**src/rtl/led_seq_if.sv**
```systemverilog
// Control and configuration bundle for the LED pattern sequencer.
// The master drives run control and table writes; the sequencer is the slave.
interface led_seq_if #(
    parameter int LED_W = 8,
    parameter int STEPS = 4,
    parameter int DUR_W = 16
);
    localparam int AW = (STEPS > 1) ? $clog2(STEPS) : 1;

    logic             en;
    logic             start;
    logic             stop;
    logic [1:0]       mode;
    logic [AW-1:0]    last_step;
    logic             cfg_we;
    logic [AW-1:0]    cfg_addr;
    logic [LED_W-1:0] cfg_pat;
    logic [DUR_W-1:0] cfg_dur;

    modport master (
        output en, start, stop, mode, last_step,
        output cfg_we, cfg_addr, cfg_pat, cfg_dur
    );

    modport slave (
        input en, start, stop, mode, last_step,
        input cfg_we, cfg_addr, cfg_pat, cfg_dur
    );
endinterface

```
**src/rtl/led_seq.sv**
```systemverilog
// Programmable LED pattern sequencer: steps through a pattern/duration table
// in loop, one-shot or ping-pong order, with pause, stop and live table updates.
module led_seq #(
    parameter int               LED_W    = 8,
    parameter int               STEPS    = 4,
    parameter int               DUR_W    = 16,
    parameter logic [LED_W-1:0] IDLE_PAT = {LED_W{1'b1}},
    localparam int              AW       = (STEPS > 1) ? $clog2(STEPS) : 1
) (
    input  logic             clk,
    input  logic             rst,
    led_seq_if.slave         bus,
    output logic [LED_W-1:0] led_o,
    output logic [AW-1:0]    step_o,
    output logic             busy,
    output logic             step_tick,
    output logic             done
);
    typedef enum logic {S_IDLE, S_RUN} state_t;

    state_t           r_state;
    logic [DUR_W-1:0] r_cnt;
    logic             r_dir;
    logic [1:0]       r_mode;
    logic [AW-1:0]    r_last;
    logic [AW-1:0]    r_step;
    logic [LED_W-1:0] r_led;
    logic             r_busy;
    logic             r_tick;
    logic             r_done;
    logic [LED_W-1:0] r_pat [STEPS];
    logic [DUR_W-1:0] r_dur [STEPS];

    logic          w_addr_ok;
    logic          w_at_last;
    logic          w_expire;
    logic [AW-1:0] w_nstep;
    logic          w_ndir;
    logic          w_finish;

    function automatic logic [AW-1:0] clamp_last(input logic [AW-1:0] v);
        if (32'(v) > 32'(STEPS - 1)) return AW'(STEPS - 1);
        return v;
    endfunction

    assign w_addr_ok = 32'(bus.cfg_addr) < 32'(STEPS);
    assign w_at_last = (r_step == r_last);
    // Live duration: a rewrite below the running count forces the advance.
    assign w_expire  = (r_cnt >= r_dur[r_step]);

    always_comb begin
        w_nstep  = r_step;
        w_ndir   = r_dir;
        w_finish = 1'b0;
        case (r_mode)
            2'd1: begin
                if (w_at_last) w_finish = 1'b1;
                else           w_nstep  = r_step + 1'b1;
            end
            2'd2: begin
                if (r_last == '0) begin
                    w_nstep = '0;
                end else if (r_dir) begin
                    if (w_at_last) begin
                        w_nstep = r_step - 1'b1;
                        w_ndir  = 1'b0;
                    end else begin
                        w_nstep = r_step + 1'b1;
                    end
                end else begin
                    if (r_step == '0) begin
                        w_nstep = AW'(1);
                        w_ndir  = 1'b1;
                    end else begin
                        w_nstep = r_step - 1'b1;
                    end
                end
            end
            default: w_nstep = w_at_last ? '0 : r_step + 1'b1;
        endcase
    end

    always_ff @(posedge clk) begin
        r_tick <= 1'b0;
        r_done <= 1'b0;
        if (rst) begin
            r_state <= S_IDLE;
            r_cnt   <= '0;
            r_dir   <= 1'b1;
            r_mode  <= '0;
            r_last  <= '0;
            r_step  <= '0;
            r_led   <= IDLE_PAT;
            r_busy  <= 1'b0;
            for (int i = 0; i < STEPS; i++) begin
                r_pat[i] <= '0;
                r_dur[i] <= '0;
            end
        end else begin
            if (bus.cfg_we && w_addr_ok) begin
                r_pat[bus.cfg_addr] <= bus.cfg_pat;
                r_dur[bus.cfg_addr] <= bus.cfg_dur;
            end
            if (bus.stop) begin
                r_state <= S_IDLE;
                r_cnt   <= '0;
                r_dir   <= 1'b1;
                r_step  <= '0;
                r_led   <= IDLE_PAT;
                r_busy  <= 1'b0;
            end else begin
                case (r_state)
                    S_IDLE: begin
                        if (bus.start) begin
                            r_state <= S_RUN;
                            r_cnt   <= '0;
                            r_dir   <= 1'b1;
                            r_mode  <= bus.mode;
                            r_last  <= clamp_last(bus.last_step);
                            r_step  <= '0;
                            r_led   <= r_pat[0];
                            r_busy  <= 1'b1;
                        end
                    end
                    S_RUN: begin
                        if (bus.en) begin
                            if (w_expire) begin
                                r_cnt  <= '0;
                                r_tick <= 1'b1;
                                if (w_finish) begin
                                    r_state <= S_IDLE;
                                    r_led   <= IDLE_PAT;
                                    r_busy  <= 1'b0;
                                    r_done  <= 1'b1;
                                end else begin
                                    r_step <= w_nstep;
                                    r_dir  <= w_ndir;
                                    r_led  <= r_pat[w_nstep];
                                end
                            end else begin
                                r_cnt <= r_cnt + 1'b1;
                            end
                        end
                    end
                    default: r_state <= S_IDLE;
                endcase
            end
        end
    end

    assign led_o     = r_led;
    assign step_o    = r_step;
    assign busy      = r_busy;
    assign step_tick = r_tick;
    assign done      = r_done;
endmodule

```
**src/flat_wrapper.sv**
```systemverilog
// flat-port wrapper written by rule: the top's interface ports become plain ports
module led_seq_flat 
#(
    parameter int               LED_W    = 8,
    parameter int               STEPS    = 4,
    parameter int               DUR_W    = 16,
    parameter logic [LED_W-1:0] IDLE_PAT = {LED_W{1'b1}},
    localparam int              AW       = (STEPS > 1) ? $clog2(STEPS) : 1
)
  (clk, rst, led_o, step_o, busy, step_tick, done, bus_en, bus_start, bus_stop, bus_mode, bus_last_step, bus_cfg_we, bus_cfg_addr, bus_cfg_pat, bus_cfg_dur);
  led_seq_if #(.LED_W(LED_W), .STEPS(STEPS), .DUR_W(DUR_W)) bus_i ();
  input  logic clk;
  input  logic rst;
  output logic [LED_W-1:0] led_o;
  output logic [AW-1:0] step_o;
  output logic busy;
  output logic step_tick;
  output logic done;
  input wire logic [$bits(bus_i.en)-1:0] bus_en;
  input wire logic [$bits(bus_i.start)-1:0] bus_start;
  input wire logic [$bits(bus_i.stop)-1:0] bus_stop;
  input wire logic [$bits(bus_i.mode)-1:0] bus_mode;
  input wire logic [$bits(bus_i.last_step)-1:0] bus_last_step;
  input wire logic [$bits(bus_i.cfg_we)-1:0] bus_cfg_we;
  input wire logic [$bits(bus_i.cfg_addr)-1:0] bus_cfg_addr;
  input wire logic [$bits(bus_i.cfg_pat)-1:0] bus_cfg_pat;
  input wire logic [$bits(bus_i.cfg_dur)-1:0] bus_cfg_dur;
  assign bus_i.en = bus_en;
  assign bus_i.start = bus_start;
  assign bus_i.stop = bus_stop;
  assign bus_i.mode = bus_mode;
  assign bus_i.last_step = bus_last_step;
  assign bus_i.cfg_we = bus_cfg_we;
  assign bus_i.cfg_addr = bus_cfg_addr;
  assign bus_i.cfg_pat = bus_cfg_pat;
  assign bus_i.cfg_dur = bus_cfg_dur;
  led_seq #(.LED_W(LED_W), .STEPS(STEPS), .DUR_W(DUR_W), .IDLE_PAT(IDLE_PAT)) u_core (.clk(clk), .rst(rst), .bus(bus_i), .led_o(led_o), .step_o(step_o), .busy(busy), .step_tick(step_tick), .done(done));
endmodule
```
**config.mk**
```make
export PLATFORM = sky130hd
export DESIGN_NAME = led_seq_flat
export DESIGN_NICKNAME = d
export VERILOG_FILES = /design/src/rtl/led_seq_if.sv /design/src/rtl/led_seq.sv /design/src/flat_wrapper.sv
export SDC_FILE = /design/constraint.sdc
export NUM_CORES = 1
export LEC_CHECK = 0
export CAP_MARGIN = 0
export CORE_MARGIN = 3
export CORE_UTILIZATION = 40
export CTS_CLUSTER_DIAMETER = 200
export DETAILED_ROUTE_END_ITERATION = 6
export SYNTH_ARGS = -nofsm -noshare
export SYNTH_HDL_FRONTEND = slang
export SYNTH_SLANG_ARGS = --single-unit
```
**constraint.sdc**
```tcl
create_clock -name clk -period 4.2 [get_ports clk]
set_clock_uncertainty 0.15 [all_clocks]
set_input_delay 0.42 -clock clk [delete_from_list [all_inputs] [get_ports clk]]
set_output_delay 0.42 -clock clk [all_outputs]
set_load 0.03 [all_outputs]
```
==> impl_metrics.toml, run 1 <==
[yosys]
synth.avg_cell_area_um2 = 12.3
synth.distinct_cells = 47
ys_seq_area_frac = 0.566
synth_common_cells = "and2_1, edfxtp_1, dfxtp_1"
ys_seq_elements = 133
yosysMostFrequentCell = "and2_1"
synth_edf_count = 96
syn_area_um2 = 6400
yosys-top-cells-area = "edfxtp_1, dfxtp_1, and2_1"
ys_warn_count = 0
synth_top_area_frac = 0.450
syn_inst = 522
syn_nets = 580
ys_async_sr_fraction = 0
synth-main-ff-cell = "edfxtp_1"
netlist.top_cell.by_area = "edfxtp_1"

[routing]
routedWlPerCell_um = 17.7
vias = 4203
wl_um = 14100
ant_nets = 0
avgViaCountPerCell = 5.27
drt_iter0_drc = 324
drc = 0
firstDrtPassIters = 5

[cts]
clk_pin_slew_worst_paths_ns = 0.06
tritoncts = "built"
postCtsHoldBufs = 0
cts_buffer_depth = 2
cts_sinks = 133
cts_root_buf = "clkbuf_16"
post_cts.repair.setup_buffers = 0
clk_latency_ns = 0.42
numCtsBuffers = 17
cts_resized = 0
htreeDepth = 4

[timing]
tightest_slew_ns = 1.05
fin_worst_hold_slack_ns = 0.350
fin_crit_sh = 0.892
setup_viol = 0
relSlewSlack = 0.297
rsz0062_at_grt = "false"
min_period_ns = 3.75
fin_tns_setup_ns = 0
final_max_slew_viol_count = 0
fmax_mhz = 267
hold_viol_final = 0

[outcome]
status = "finished clean"

[min_path]
min_path_cells = 2
min_from = "u_core.r_mode[0]"
hold_path_class = "register to register"
hold_path_end = "u_core.r_mode[0]"

[final_layout]
nets = 631
multi_input_area_um2 = 2560
area_growth_pct = 20.8
final_core_util = 0.502
drive_gt1_frac = 0.125
seq_area_um2 = 3620
fillers = 1388
num_antenna_cells = 0

[critical_path]
cp_slowest_cell = "dfxtp_1"
cp_cell_sequence = "buf_4, mux4_2, inv_1, ha_1, a22o_1, o41ai_2, a2111oi_2, a2111oi_4, buf_4, a31oi_1, o22a_1"
startpoint_type = "register"
worstPathMaxFanout = 12
cp_common_cell = "buf_4"
critPathArrivalTime_ns = 3.90
cp.required_ns = 4.36
cpPeakStageDelay_ns = 0.65
reg2reg_slack_ns = 0.45
worstPathBufferInverterCount = 3
setup.worst_path.class = "register to register"
critPathTopFamily = "compound AO/OA/AOI/OAI gates"
critical_path.endpoint_type = "register"
r2r_cells = 11
reg2reg_to = "u_core.led_o[3]"

[placed_design]
gp_congestion = 0.796
dpl.hpwl_um = 9080
portBuffers = 48

[floorplan]
dieArea_um2 = 17600
row_count = 45
ioPinCount = 49
fp.coreArea_um2 = 15400
die_x_um = 133
die_height_um = 133
initial_core_util = 0.415

[grt]
grt_pass1_vias = 4225
grt_pass1_wl_um = 22500
grt_max_degree = 25
antenna_found_initial = 0
overflow = 0
grt_use_total = 0.166

[power_and_ir_drop]
cellPowerDensity_nw_per_um2 = 427
total_leakage_power_uw = 0.00291
irDropWorstVdd_v = 0.000302

[run]
maxCapViolCount = 0
[sequential cells by signal (all words and copies together) (netlist names), 2 cells and up, named ones only]
register / flops
u_core.r_mode: 2
u_core.r_cnt: 16
u_core.r_pat: 32
u_core.step_o: 2
u_core.r_last: 2
u_core.r_dur: 64
u_core.led_o: 8
[area by class of cell]
type	count	area share
Sequential cell	133	0.468
Multi-Input combinational cell	330	0.331
Timing Repair Buffer	57	0.0708
Clock buffer	18	0.0554
Tap cell	211	0.0341
Clock inverter	14	0.0238
Inverter	34	0.0165
[per-layer routing]
metal / global-route usage / part of all wire / vias to the layer above
li1: - / - / 1983
met1: 0.216 / 0.45 / 2116
met2: 0.273 / 0.50 / 85
met3: 0.0342 / 0.035 / 19
met4: 0.0647 / 0.017 / 0
met5: 0 / 0 / -
[worst max path at each step]
stage,to,slack (ns),cells past startpoint
2_1_floorplan,u_core.led_o[0],0.22,13
3_3_place_gp,u_core.led_o[1],0.56,11
3_5_place_dp,u_core.led_o[3],0.45,11
4_1_cts,u_core.led_o[3],0.42,11
5_1_grt,u_core.led_o[3],0.21,11
6_report,u_core.led_o[3],0.45,11
[cells by family (layout without fill, tap and decap cells)]
group	after synthesis	count (layout)	share of synthesized area
AO/OA/AOI/OAI	67	67	0.0774
XOR/XNOR	16	16	0.0219
adder cells (fa/ha/maj)	22	22	0.0430
buffers and inverters	59	123	0.0367
flip-flops	133	133	0.566
multiplexers	42	42	0.0971
AND/OR/NAND/NOR	183	183	0.158
[stage by stage]
stage               worst slack (ns)  cell area [µm²]  instances  total power (µW)
CTS                            0.424             7740        797              3320
global placement               0.556             7130        765              1780
finish                         0.454             7740        797              3300
floorplan                      0.220             6400        522              1680
global route                   0.215             7740        797              3400
detailed placement             0.449             7130        765              1790
[placed cells by master, fill, tap and decap left out, types with 3 or more instances in the layout]
| cell type | netlist | layout |
|---|---|---|
| dfxtp_1 | 37 | 37 |
| nand4_1 | 4 | 4 |
| xor2_1 | 9 | 9 |
| xnor2_1 | 7 | 7 |
| or2_2 | 4 | 4 |
| and3_1 | 3 | 3 |
| buf_4 | 0 | 9 |
| and2_1 | 97 | 97 |
| nor2_1 | 31 | 31 |
| a21oi_1 | 12 | 12 |
| clkdlybuf4s50_1 | 0 | 48 |
| o22a_1 | 9 | 9 |
| nand2_1 | 19 | 19 |
| a31oi_1 | 9 | 9 |
| o22ai_1 | 8 | 8 |
| mux4_2 | 16 | 16 |
| o21ai_0 | 8 | 8 |
| edfxtp_1 | 96 | 96 |
| clkinv_2 | 0 | 6 |
| bufinv_16 | 0 | 4 |
| nor3_1 | 8 | 7 |
| nand3_1 | 5 | 5 |
| clkbuf_16 | 0 | 17 |
| inv_1 | 34 | 34 |
| nand2b_1 | 4 | 4 |
| ha_1 | 22 | 22 |
| o221ai_1 | 4 | 4 |
| mux2i_1 | 25 | 25 |
[power by group]
group / switching, µW / internal, µW / total [µW]
sequential: 26.7 / 1490 / 1510
combinational: 137 / 110 / 247
clock: 553 / 988 / 1540
[worst register-to-register path, delay by kind of cell (launching register included)]
family	cells	cell delay [ns]
AOI/OAI and AO/OA	6	1.46
adders and majority gates	1	0.23
muxes	1	0.50
buffers and inverters	3	0.64
DFF	1	0.65
Note: power is estimated with default switching activity, not from simulation.
==> run 2: changes to the inputs <==
Settings changed: CORE_MARGIN 3 to not set, TNS_END_PERCENT set to 10.
Clock period 4.2 ns to 4.67 ns, I/O delays scaled along.
==> run 2 against run 1 <==
Compared with the run above: first-iteration DRC count decreased by 31%; cell area decreased by 0.23%; worst setup slack improved by 0.35 ns; power decreased by 11%; highest routed layer unchanged; global-route usage increased by 1.2 points; clock power decreased by 12%; non-clock buffer count unchanged; core utilization decreased by 0.11 points; largest power group is now registers; die area decreased by 5.9%; largest cell class unchanged; cell count unchanged; worst hold slack about the same; sequential share of layout area increased by 0.11 points.
==> impl_metrics.toml, run 2 (synthesized netlist as in run 1, its figures left out) <==
[outcome]
status = "finished clean"

[final_layout]
largest_reg_flops = 64
num_antenna_cells = 0
fin_area_um2 = 7720
drive_gt1_frac = 0.113
top_register = "u_core.r_dur"
fillers = 1371
area_growth_pct = 20.6
nets = 631
top_regs = "u_core.r_dur (64), u_core.r_pat (32), u_core.r_cnt (16)"
layout_common_cells = "and2_1, edfxtp_1, clkdlybuf4s50_1, dfxtp_1, inv_1"
final_common_cell = "and2_1"

[cts]
post_cts.repair.setup_buffers = 0
htreeDepth = 4
clk_pin_slew_worst_paths_ns = 0.05
cts_buffer_depth = 2
cts_resized = 0
cts_sinks = 133
postCtsHoldBufs = 0
tritoncts = "built"
clk_latency_ns = 0.42
cts_root_buf = "clkbuf_16"
numCtsBuffers = 17

[grt]
grt_use_total = 0.178
grt_max_degree = 26
antenna_found_initial = 0
grt_pass1_wl_um = 21700
grt_pass1_vias = 4119
overflow = 0

[routing]
drc = 0
routedWlPerCell_um = 16.8
avgViaCountPerCell = 5.06
wl_um = 13400
firstDrtPassIters = 4
ant_nets = 0
drt_iter0_drc = 225
vias = 4034

[floorplan]
dieArea_um2 = 16500
row_count = 45
initial_core_util = 0.415
die_height_um = 129
fp.coreArea_um2 = 15400
die_x_um = 129
ioPinCount = 49

[min_path]
hold_path_end = "u_core.r_mode[1]"
hold_path_class = "register to register"
min_path_cells = 2
min_from = "u_core.r_mode[1]"

[critical_path]
worstPathMaxFanout = 18
reg2reg_to = "u_core.r_cnt[9]"
cp.required_ns = 4.86
critical_path.endpoint_type = "register"
r2r_cells = 11
reg2reg_slack_ns = 0.81
startpoint_type = "register"
critPathArrivalTime_ns = 4.06
setup.worst_path.class = "register to register"

[timing]
setup_viol = 0
rsz0062_at_grt = "false"
final_max_slew_viol_count = 0
fmax_mhz = 259
fin_tns_setup_ns = 0
min_period_ns = 3.86
relSlewSlack = 0.263
fin_worst_hold_slack_ns = 0.350
hold_viol_final = 0
tightest_slew_ns = 1.10
fin_crit_sh = 0.827

[power_and_ir_drop]
total_leakage_power_uw = 0.00289
pwr-share-seq = 0.464
irDropWorstVdd_v = 0.000277
cellPowerDensity_nw_per_um2 = 380
p_int_uw = 2320
p_total_uw = 2940
comb_power_share = 0.074
clockPowerShare = 0.462
switchingPower_uw = 619
switching_share = 0.211

[placed_design]
gp_congestion = 0.760
place_area_um2 = 7130
portBuffers = 48
dpl.hpwl_um = 8830

[run]
maxCapViolCount = 0
## run 2: how the worst max path moves through the flow
stage / end / start / slack (ns)
5_1_grt: u_core.r_cnt[6] / register / 0.47
4_1_cts: u_core.r_cnt[8] / register / 0.68
3_3_place_gp: u_core.r_cnt[7] / register / 0.79
2_1_floorplan: u_core.led_o[0] / register / 0.69
3_5_place_dp: u_core.r_cnt[10] / register / 0.69
6_report: u_core.r_cnt[9] / register / 0.81
## run 2: layout make-up
class / count / area (µm²) / share of cell area
clock buffer: 19 / 433 / 0.0561
clock inverter: 13 / 163 / 0.0211
multi-input combinational: 330 / 2560 / 0.332
tap: 211 / 264 / 0.0342
timing repair buffer: 57 / 548 / 0.0710
sequential: 133 / 3620 / 0.469
inverter: 34 / 128 / 0.0165
## run 2: power groups by stage
| stage | logic (µW) | clock network [µW] | registers, µW |
|---|---|---|---|
| 2_1_floorplan | 132 | 0 | 1380 |
| 3_3_place_gp | 216 | 0 | 1390 |
| 3_5_place_dp | 220 | 0 | 1390 |
| 4_1_cts | 221 | 1370 | 1360 |
| 5_1_grt | 240 | 1420 | 1370 |
| 6_report | 218 | 1360 | 1360 |
## run 2: routing by layer
layer	up-vias	routed length [µm]	part of all wire	GRT usage
met2	76	6440	0.48	0.289
met1	1965	6160	0.46	0.232
met3	17	541	0.040	0.0337
li1	1976	-	-	-
met4	0	263	0.020	0.0789
met5	-	0	0	0
## run 2: metrics by stage
| step | instances | util | worst slack (ns) |
|---|---|---|---|
| after floorplan | 522 | - | 0.690 |
| after global placement | 765 | 0.462 | 0.793 |
| after detailed placement | 765 | 0.462 | 0.687 |
| after CTS | 797 | 0.501 | 0.684 |
| after global routing | 797 | 0.501 | 0.467 |
| final | 797 | 0.501 | 0.808 |
## run 2: worst max-delay path, cell delays in order, from the launching register on
cell and delay (ns):
dfxtp_1 0.78, mux4_2 0.62, inv_1 0.07, ha_1 0.22
o211ai_1 0.21, a21oi_2 0.06, o41ai_2 0.39, a2111oi_2 0.16
a2111oi_4 0.32, buf_4 0.29, a31oi_2 0.32, nor2_1 0.19
